==> config.mk <==
export PLATFORM = sky130hd
export DESIGN_NAME = vga_timing_gen
export DESIGN_NICKNAME = d
export VERILOG_FILES = /design/src/rtl/vga_timing_gen.sv
export SDC_FILE = /design/constraint.sdc
export NUM_CORES = 1
export LEC_CHECK = 0
export BUFFER_PORTS_ARGS = -buffer_cell sky130_fd_sc_hd__buf_2
export CAP_MARGIN = 20
export CORE_ASPECT_RATIO = 1.2
export CORE_UTILIZATION = 40
export DETAILED_ROUTE_END_ITERATION = 10
export GPL_ROUTABILITY_DRIVEN = 0
export PLACE_DENSITY = 0.64
export SYNTH_ARGS = -nofsm -noshare
export SYNTH_HDL_FRONTEND = slang
export SYNTH_SLANG_ARGS = --single-unit
==> constraint.sdc <==
create_clock -name i_clk -period 6.2 [get_ports i_clk]
set_clock_uncertainty 0.05 [all_clocks]
set_input_delay 0.62 -clock i_clk [delete_from_list [all_inputs] [get_ports i_clk]]
set_output_delay 0.62 -clock i_clk [all_outputs]
set_load 0.1 [all_outputs]
==> src/rtl/vga_timing_gen.sv <==
// vga_timing_gen
//   Parametrised raster timing generator. A system-clock divider produces the
//   pixel-rate enable; raw h/v counters advance on it. A registered output
//   stage presents the counters one pixel late, along with the sync pulses
//   and the visible-area flag. The raw counters are also exposed as a
//   one-pixel-early fetch coordinate, so a 1-cycle synchronous RAM can be
//   read in time for display.
//
// Ports
//   i_clk          system clock
//   i_rst_n        asynchronous active-low reset
//   i_en           run enable; low clears everything on the next edge
//   o_pix_tick     one-cycle pulse per pixel period
//   o_hcount/o_vcount     displayed pixel coordinate
//   o_hsync/o_vsync       sync pulses at the configured polarity
//   o_video_on     displayed coordinate is inside the visible area
//   o_line_start/o_frame_start  one-cycle strobes at pixel (0, y) / (0, 0)
//   o_fetch_x/o_fetch_y   coordinate one pixel ahead of the display
//   o_fetch_valid  fetch coordinate is inside the visible area
module vga_timing_gen #(
  parameter int CLK_DIV    = 4,
  parameter int H_VISIBLE  = 640,
  parameter int H_FRONT    = 16,
  parameter int H_SYNC     = 96,
  parameter int H_BACK     = 48,
  parameter int V_VISIBLE  = 480,
  parameter int V_FRONT    = 10,
  parameter int V_SYNC     = 2,
  parameter int V_BACK     = 33,
  parameter bit H_SYNC_POL = 1'b0,
  parameter bit V_SYNC_POL = 1'b0,
  parameter int CNT_W      = 10
) (
  input  logic             i_clk,
  input  logic             i_rst_n,
  input  logic             i_en,
  output logic             o_pix_tick,
  output logic [CNT_W-1:0] o_hcount,
  output logic [CNT_W-1:0] o_vcount,
  output logic             o_hsync,
  output logic             o_vsync,
  output logic             o_video_on,
  output logic             o_line_start,
  output logic             o_frame_start,
  output logic [CNT_W-1:0] o_fetch_x,
  output logic [CNT_W-1:0] o_fetch_y,
  output logic             o_fetch_valid
);

  localparam int H_TOTAL = H_VISIBLE + H_FRONT + H_SYNC + H_BACK;
  localparam int V_TOTAL = V_VISIBLE + V_FRONT + V_SYNC + V_BACK;
  localparam int DIV_W   = (CLK_DIV > 1) ? $clog2(CLK_DIV) : 1;
  localparam int CW1     = CNT_W + 1;

  generate
    if (CLK_DIV < 1) begin : g_bad_div
      $error("vga_timing_gen: CLK_DIV must be at least 1");
    end
    if (longint'(H_TOTAL) > (64'd1 << CNT_W)) begin : g_bad_h
      $error("vga_timing_gen: H_TOTAL does not fit in CNT_W bits");
    end
    if (longint'(V_TOTAL) > (64'd1 << CNT_W)) begin : g_bad_v
      $error("vga_timing_gen: V_TOTAL does not fit in CNT_W bits");
    end
  endgenerate

  localparam logic [DIV_W-1:0] DIV_LAST = DIV_W'(CLK_DIV - 1);
  localparam logic [CNT_W-1:0] H_LAST   = CNT_W'(H_TOTAL - 1);
  localparam logic [CNT_W-1:0] V_LAST   = CNT_W'(V_TOTAL - 1);
  // Window bounds carry one extra bit so a segment ending exactly at
  // 2^CNT_W still compares correctly.
  localparam logic [CNT_W:0]   H_VIS    = CW1'(H_VISIBLE);
  localparam logic [CNT_W:0]   V_VIS    = CW1'(V_VISIBLE);
  localparam logic [CNT_W:0]   H_SS     = CW1'(H_VISIBLE + H_FRONT);
  localparam logic [CNT_W:0]   H_SE     = CW1'(H_VISIBLE + H_FRONT + H_SYNC);
  localparam logic [CNT_W:0]   V_SS     = CW1'(V_VISIBLE + V_FRONT);
  localparam logic [CNT_W:0]   V_SE     = CW1'(V_VISIBLE + V_FRONT + V_SYNC);

  function automatic logic is_visible(logic [CNT_W-1:0] h, logic [CNT_W-1:0] v);
    return ({1'b0, h} < H_VIS) && ({1'b0, v} < V_VIS);
  endfunction

  function automatic logic sync_level(logic [CNT_W-1:0] pos, logic [CNT_W:0] lo,
                                      logic [CNT_W:0] hi, logic pol);
    return (({1'b0, pos} >= lo) && ({1'b0, pos} < hi)) ? pol : ~pol;
  endfunction

  logic [DIV_W-1:0] r_div;
  logic [CNT_W-1:0] r_h;
  logic [CNT_W-1:0] r_v;
  logic             r_active;
  logic             tick_p0;
  logic             h_wrap_p0;
  logic             v_wrap_p0;

  // Stage p0: divider and raw counters
  assign tick_p0   = (r_div == DIV_LAST);
  assign h_wrap_p0 = (r_h == H_LAST);
  assign v_wrap_p0 = (r_v == V_LAST);

  // The fetch coordinate is the raw counter itself; r_active keeps the
  // valid flag low while held in reset even though (0,0) is visible.
  assign o_fetch_x     = r_h;
  assign o_fetch_y     = r_v;
  assign o_fetch_valid = r_active & is_visible(r_h, r_v);

  always_ff @(posedge i_clk or negedge i_rst_n) begin
    if (!i_rst_n) begin
      r_div         <= '0;
      r_h           <= '0;
      r_v           <= '0;
      r_active      <= 1'b0;
      o_pix_tick    <= 1'b0;
      o_hcount      <= '0;
      o_vcount      <= '0;
      o_hsync       <= ~H_SYNC_POL;
      o_vsync       <= ~V_SYNC_POL;
      o_video_on    <= 1'b0;
      o_line_start  <= 1'b0;
      o_frame_start <= 1'b0;
    end else if (!i_en) begin
      r_div         <= '0;
      r_h           <= '0;
      r_v           <= '0;
      r_active      <= 1'b0;
      o_pix_tick    <= 1'b0;
      o_hcount      <= '0;
      o_vcount      <= '0;
      o_hsync       <= ~H_SYNC_POL;
      o_vsync       <= ~V_SYNC_POL;
      o_video_on    <= 1'b0;
      o_line_start  <= 1'b0;
      o_frame_start <= 1'b0;
    end else begin
      r_active      <= 1'b1;
      // Stage p1: output registers, loaded from the pre-increment counters
      o_pix_tick    <= tick_p0;
      o_line_start  <= tick_p0 && (r_h == '0);
      o_frame_start <= tick_p0 && (r_h == '0) && (r_v == '0);
      if (tick_p0) begin
        r_div      <= '0;
        r_h        <= h_wrap_p0 ? '0 : r_h + 1'b1;
        if (h_wrap_p0) begin
          r_v <= v_wrap_p0 ? '0 : r_v + 1'b1;
        end
        o_hcount   <= r_h;
        o_vcount   <= r_v;
        o_video_on <= is_visible(r_h, r_v);
        o_hsync    <= sync_level(r_h, H_SS, H_SE, H_SYNC_POL);
        o_vsync    <= sync_level(r_v, V_SS, V_SE, V_SYNC_POL);
      end else begin
        r_div <= r_div + 1'b1;
      end
    end
  end

endmodule

# After elaboration in Yosys (flattened, before gate mapping)
# Cells that the tools add are included.
[op_classes]
n_addsub = 3
n_mul = 0
div_mod_pow = 0
n_lt_le_gt_ge = 6
eq_ne = 5
shift = 0
n_mux = 25
bitwise_logic = 1
reduce_logical = 8
[op_table]
columns = ["operator", "n"]
rows = [
  ["$mux 10", 11],
  ["$add 10x1->10 const B", 2],
  ["$eq 10x10->1 const B", 2],
  ["$logic_not 10->1", 2],
  ["$lt 10x10->1 const B", 2],
  ["$lt 10x9->1 const B", 2],
  ["$mux 1", 12],
  ["$ge 10x10->1 const B", 1],
  ["$ge 10x9->1 const B", 1],
  ["$logic_and 1x1->1", 5],
  ["$mux 2", 2],
  ["$ne 2x1->1 const B", 2],
  ["$add 2x1->2 const B", 1],
  ["$eq 2x2->1 const B", 1],
  ["$reduce_and 2->1", 1],
  ["$and 1x1->1", 1],
]
[totals]
register_bits = 49
latch_bits = 0
ram_bits = 0
mem_bits_ro = 0
inputBits = 3
output_inout_bits = 47
elab_cells = 60
memories = 0

# Longest topological paths before layout
# Gate-level depths: netlist of run 1.
[depth]
ltp_word = 5
mapped_depth = 6
depth_no_buf = 6

# Worst setup path before layout of run 1
# OpenSTA, ideal clock, no wires.
[synth_path]
kind = "reg-to-output"
startpoint = "register r_v[6], in the netlist o_fetch_y[6]"
endpoint = "output port o_fetch_valid"
t_arrival_ns = 2.144
t_required_ns = 5.530
slack_ns = 3.386
stages_incl_launch_ff = 6
n_path_buf = 1
cell_sequence = "dfrtp_1 > clkbuf_1 > nand4_1 > nand2_1 > nor2_1 > and2_1"
[synth_between]
elab_chain_cells = 3
[synth_rtl]
columns = ["element", "line", "text"]
rows = [
  ["from (decl)", "90", "logic [CNT_W-1:0] r_v;"],
  ["from (signal assigned)", "144", "r_v <= v_wrap_p0 ? '0 : r_v + 1'b1;"],
  ["$lt 10x9->1", "80", "return ({1'b0, h} < H_VIS) && ({1'b0, v} < V_VIS);"],
  ["$logic_and 1x1->1", "80", ""],
  ["$and 1x1->1", "105", "assign o_fetch_valid = r_active & is_visible(r_h, r_v);"],
  ["to (decl)", "47", "output logic o_fetch_valid"],
]
# No other way between the ends.

# Final worst setup path of run 1
[layout_path]
startpoint = "register r_div[0]"
endpoint = "register r_v[9], in the netlist o_fetch_y[9]"
[layout_between]
elab_chain_cells = 3
[layout_rtl]
columns = ["element", "line", "text"]
rows = [
  ["from (decl)", "88", "logic [DIV_W-1:0] r_div;"],
  ["from (signal assigned)", "152", "r_div <= r_div + 1'b1;"],
  ["$eq 2x2->1", "97", "assign tick_p0 = (r_div == DIV_LAST);"],
  ["$ne 2x1->1 (no line)", "--", ""],
  ["$reduce_and 2->1 (no line)", "--", ""],
]
# No other way between the ends.
# A chain may end at the register's enable or synchronous reset.

==> results of run 1 <==
==> cell usage after synthesis, types with 2 or more instances <==
master | n | share of area
nor2b_1 | 26 | 0.068
dfrtp_1 | 47 | 0.49
o21ai_1 | 5 | 0.010
nand4_1 | 3 | 0.0078
xor2_1 | 2 | 0.0073
or4_1 | 2 | 0.0062
a22o_1 | 6 | 0.022
ha_1 | 5 | 0.026
nor3_1 | 6 | 0.012
nand3_1 | 8 | 0.017
o211ai_1 | 3 | 0.0093
a21oi_1 | 2 | 0.0042
buf_2 | 2 | 0.0042
nand2b_1 | 2 | 0.0052
nand2_1 | 8 | 0.012
o31ai_1 | 5 | 0.016
xnor2_1 | 4 | 0.015
inv_1 | 7 | 0.011
o21ai_0 | 3 | 0.0062
clkbuf_1 | 10 | 0.016
and2_1 | 6 | 0.016
nor4_1 | 3 | 0.0078
dfstp_2 | 2 | 0.022
and3_1 | 5 | 0.013
mux2i_1 | 22 | 0.091
nor2_1 | 10 | 0.016
==> worst register-to-register path, delay by kind of cell, from the launching register on <==
family / cells / cell delay (ps)
flip-flops: 1 / 360
adder cells (fa/ha/maj): 1 / 150
buffers and inverters: 3 / 840
AO/OA/AOI/OAI: 3 / 1010
==> power by group <==
| part | switching (µW) | internal (µW) | total [µW] |
|---|---|---|---|
| registers | 2.75 | 323 | 326 |
| clock network | 105 | 101 | 205 |
| logic | 42.8 | 15.6 | 58.3 |
| total | 150 | 439 | 589 |
==> state kept, by name (all words and copies together) (netlist names) <==
register and flops:
o_fetch_x 10, o_fetch_y 10, o_hcount 10, o_vcount 10
r_div 2, o_frame_start 1, o_hsync 1, o_line_start 1
o_pix_tick 1, o_video_on 1, o_vsync 1, r_active 1
==> logic make-up after synthesis <==
logic type,share of synthesized area
flops,0.5101
fa+ha+maj,0.02597
xor+xnor,0.02182
buf+inv,0.03221
simple gates,0.2120
mux,0.09143
compound gates,0.1065
==> worst max path at each step <==
stage / end / slack, ps / depth (start not counted)
final: o_fetch_y[9] / 3690 / 7
after global routing: o_fetch_y[9] / 3500 / 7
after CTS: o_fetch_y[9] / 3660 / 7
after detailed placement: o_fetch_y[9] / 3670 / 7
after global placement: o_fetch_y[7] / 3390 / 6
after floorplan: o_fetch_valid / 3390 / 5
==> through the flow <==
stage	util	std cells	worst slack, ps
final	0.4943	349	3691
after global routing	0.4943	349	3502
after CTS	0.4909	348	3657
after detailed placement	0.4732	340	3673
after global placement	0.4719	339	3394
after floorplan	-	222	3386
==> per-layer routing <==
metal / up-vias / GRT usage / wire (µm)
met5: - / 0 / 0
met4: 0 / 0.07308 / 113
met3: 11 / 0.03704 / 176
met2: 48 / 0.3008 / 2545
met1: 915 / 0.2114 / 2306
li1: 881 / - / -
==> area by class of cell <==
type / count / area [µm²]
fillers: 566 / 2904
flip-flops and latches: 49 / 1229
multi-input cells: 153 / 1102
repair buffers: 52 / 280.3
well taps: 80 / 100.1
clock buffers: 7 / 96.34
inverters: 7 / 26.28
clock inverters: 1 / 5.005
==> reports/metrics.cfg, run 1 <==
[worst_setup_path]
arrival_ps = 2660
critical_path_class = flop to flop
crit_family = compound AO/OA/AOI/OAI gates
critical_path_required_ps = 6350
startpoint = r_div[0]
path_max_fanout = 29
reg2reg_slack_ps = 3690
r2r_start = r_div[0]
cp_num_buf_inv = 3
r2r_cells = 7
reg2reg_to = o_fetch_y[9]
cp_common_cell = buf_4
path_cells = ha_1 > buf_4 > inv_1 > o41ai_2 > buf_4 > o21ai_1 > a22o_1
start_kind = flop
worstSetupEndpointType = flop
critPathMaxStageDelay_ps = 700
slowest_stage = o41ai_2

[global_route]
grt_max_degree = 50
grt_pass1_vias = 1747
antenna_found_initial = 0
grt_pass1_wl_um = 8438
overflow = 0
track_usage = 0.1751

[worst_hold_path]
min_path_type = primary input to async pin

[finish]
nNetsFinal = 276
diodes = 0
final_cell_mix = 49 x buf_2, 47 x dfrtp_1, 26 x nor2b_1
final_design_area_no_fill_um2 = 2839
layout_commonest_cell = buf_2
syn_to_final_growth_pct = 17.87
layout-drive-gt1-share = 0.2528

[synthesis]
yosysWarnings = 0
netlist_area_um2 = 2409
synth_cell_type_count = 44
synth_area_per_cell_um2 = 10.85
async_reset_ff_frac = 1.000
ys_seq_elements = 49
synth_flop_cell = dfrtp_1
synth_edf_count = 0
syn-num-nets = 230
synth_cells = 222
yosysSeqAreaShare = 0.5101

[cts]
clk_path_buf_depth = 2
htreeDepth = 2
clock_latency_ps = 300
post-cts-setup-buffers = 0
numCtsBuffers = 5
root_buffer = clkbuf_8
cts.repair.resized = 0
cts_tree = built
postCtsHoldBufs = 0
cts_sinks = 49
path_clk_slew_ps = 90

[sta]
finalMaxSlewViolations = 0
fin_crit_sh = 0.4047
finalHoldViolCount = 0
max_freq_mhz = 398.5
period_needed_ps = 2509
setup_tns_ps = 0
slew_headroom = 0.5559
fin_hold_ws_ps = 198.8
rsz0062_at_grt = false
finalSetupViolCount = 0
tightest_slew_ps = 658.9

[power]
vdd_ir_drop_max_v = 0.00009039
finalPower_uw = 589.5
p_leak_uw = 0.001339
power_density_nw_per_um2 = 207.6

[placement]
io_buffers = 49
dpl.hpwl_um = 3434
place_area_um2 = 2718

[routing]
drtIter0Drc = 165
postRouteAntennaNets = 0
drt_drc_violations_left = 0
routed_wl_um = 5141
vias = 1855
viasPerCell = 5.315
first_pass_iters = 4
wl_per_cell_um = 14.73

[floorplanning]
ios = 50
die-area_um2 = 6337
die_height_um = 87.01
rows = 30
core_um2 = 5743
initial_core_util = 0.4194
die_w_um = 72.84

[run_status]
status = completed

[flow_run]
timing.max_cap.violations = 0

Power figures use the tool's default switching activity.
==> inputs of run 2 (changes only) <==
- clock period: 6.2 -> 2.5 ns (I/O delays scaled with it)
==> run 2 against run 1 <==
Effect of this change: power up 140%; count of clock-buffer cells in the layout down 2; non-clock buffer count up 4; die area unchanged; setup slack worse by 3400 ps; global-route usage down 0.12 points; fmax up 14%; worst hold slack better by 130 ps; sequential share of layout area down 0.20 points; combinational power rose to 2.6 times the previous value; sequential power up 150%; utilization up 0.59 points; largest cell class unchanged.
==> reports/metrics.cfg, run 2 (same netlist as run 1, synthesis figures left out) <==
[sta]
max_freq_mhz = 453.2  ; +14%
finalMaxSlewViolations = 0  ; unchanged
setup_tns_ps = 0  ; unchanged
finalSetupViolCount = 0  ; unchanged
rsz0062_at_grt = false
slew_headroom = 0.5807  ; +0.02478
tightest_slew_ps = 622.1  ; -36.78 ps
period_needed_ps = 2206  ; -303.0 ps
fin_crit_sh = 0.8825  ; +0.4778
finalHoldViolCount = 0  ; unchanged
fin_hold_ws_ps = 329.3  ; +130.4 ps

[worst_hold_path]
min_path_type = primary input to flop
hp-start = i_en
hold_end = r_active
hold_depth = 1

[cts]
numCtsBuffers = 5  ; unchanged
postCtsHoldBufs = 0  ; unchanged
path_clk_slew_ps = 90  ; about the same
clk_path_buf_depth = 2  ; unchanged
root_buffer = clkbuf_8
cts_tree = built
htreeDepth = 2  ; unchanged
cts_sinks = 49  ; unchanged
post-cts-setup-buffers = 0  ; unchanged
clock_latency_ps = 310  ; about the same
cts.repair.resized = 0  ; unchanged

[global_route]
grt_max_degree = 44  ; -12%
track_usage = 0.1739  ; -0.001197
antenna_found_initial = 0  ; unchanged
grt_pass1_vias = 1650  ; -5.6%
grt_pass1_wl_um = 8355  ; -0.98%
overflow = 0  ; unchanged

[routing]
routed_wl_um = 5187  ; +0.89%
viasPerCell = 5.142  ; -3.3%
wl_per_cell_um = 14.69  ; -0.25%
drtIter0Drc = 112  ; -32%
drt_drc_violations_left = 0  ; unchanged
postRouteAntennaNets = 0  ; unchanged
first_pass_iters = 4  ; unchanged
vias = 1815  ; -2.2%

[finish]
final_cells = 353  ; +1.1%
multi_input_area_um2 = 1102  ; unchanged
layout-drive-gt1-share = 0.2857  ; +0.03293
regArea_um2 = 1237  ; +0.71%
nNetsFinal = 280  ; +1.4%
syn_to_final_growth_pct = 19.27
final_cell_mix = 49 x buf_2, 40 x dfrtp_1, 26 x nor2b_1
fill_cells = 563  ; -0.53%
finish.utilization = 0.5002  ; +0.005882
diodes = 0  ; unchanged
layout_commonest_cell = buf_2

[worst_setup_path]
critical_path_class = flop to flop
r2r_start = o_fetch_y[0]
path_cells = inv_1 > ha_1 > or4b_4 > o41ai_4 > o21ai_1 > a22o_1
critical_path_required_ps = 2660  ; -3690 ps
r2r_cells = 6  ; -1
reg2reg_to = o_fetch_y[4]
reg2reg_slack_ps = 290  ; -3400 ps
start_kind = flop
startpoint = o_fetch_y[0]
slowest_stage = o41ai_4
crit_family = compound AO/OA/AOI/OAI gates
critPathMaxStageDelay_ps = 510  ; -190 ps
worstSetupEndpointType = flop
cp_num_buf_inv = 1  ; -2
path_max_fanout = 8  ; -72%
arrival_ps = 2370  ; -290 ps

[floorplanning]
die_w_um = 72.84  ; unchanged
core_um2 = 5743  ; unchanged
initial_core_util = 0.4194  ; unchanged
die_height_um = 87.01  ; unchanged
ios = 50  ; unchanged
rows = 30  ; unchanged
die-area_um2 = 6337  ; unchanged

[placement]
dp.cells = 343  ; +0.88%
io_buffers = 49  ; unchanged
dpl.hpwl_um = 3549  ; +3.4%

[power]
p_leak_uw = 0.001340  ; about the same
vdd_ir_drop_max_v = 0.0002847  ; +210%
power_density_nw_per_um2 = 494.6  ; +140%
finalPower_uw = 1421  ; +140%

[flow_run]
timing.max_cap.violations = 0  ; unchanged

[run_status]
status = completed

==> run 2: how the worst max path moves through the flow <==
stage                         to  slack, ps  depth (start not counted)
global placement    o_fetch_y[5]        320                          6
floorplan           o_fetch_y[4]          3                          5
global route        o_fetch_y[5]        150                          6
detailed placement  o_fetch_y[3]        300                          6
CTS                 o_fetch_y[3]        270                          6
finish              o_fetch_y[4]        290                          6
==> run 2: routing by layer <==
layer	global-route usage	routed length (µm)
met5	0	0
met4	0.04813	59
met3	0.03819	187
met2	0.2974	2627
met1	0.2203	2312
==> run 2: power breakdown <==
part           switching, µW  internal (µW)
logic                    107           43.1
clock network            269            193
registers               6.38            801
==> run 2: metrics by stage <==
step	setup WS [ps]	instance area, µm²
6_report	293.7	2873
5_1_grt	150.2	2873
4_1_cts	273.7	2835
3_5_place_dp	295.5	2749
3_3_place_gp	321.0	2749
2_1_floorplan	2.977	2417
==> run 2: final cells by class <==
class | instances | area share
clock buffer | 5 | 0.02395
multi-input combinational | 153 | 0.3837
sequential | 49 | 0.4307
tap | 80 | 0.03484
clock inverter | 3 | 0.006098
inverter | 7 | 0.009146
timing repair buffer | 56 | 0.1115
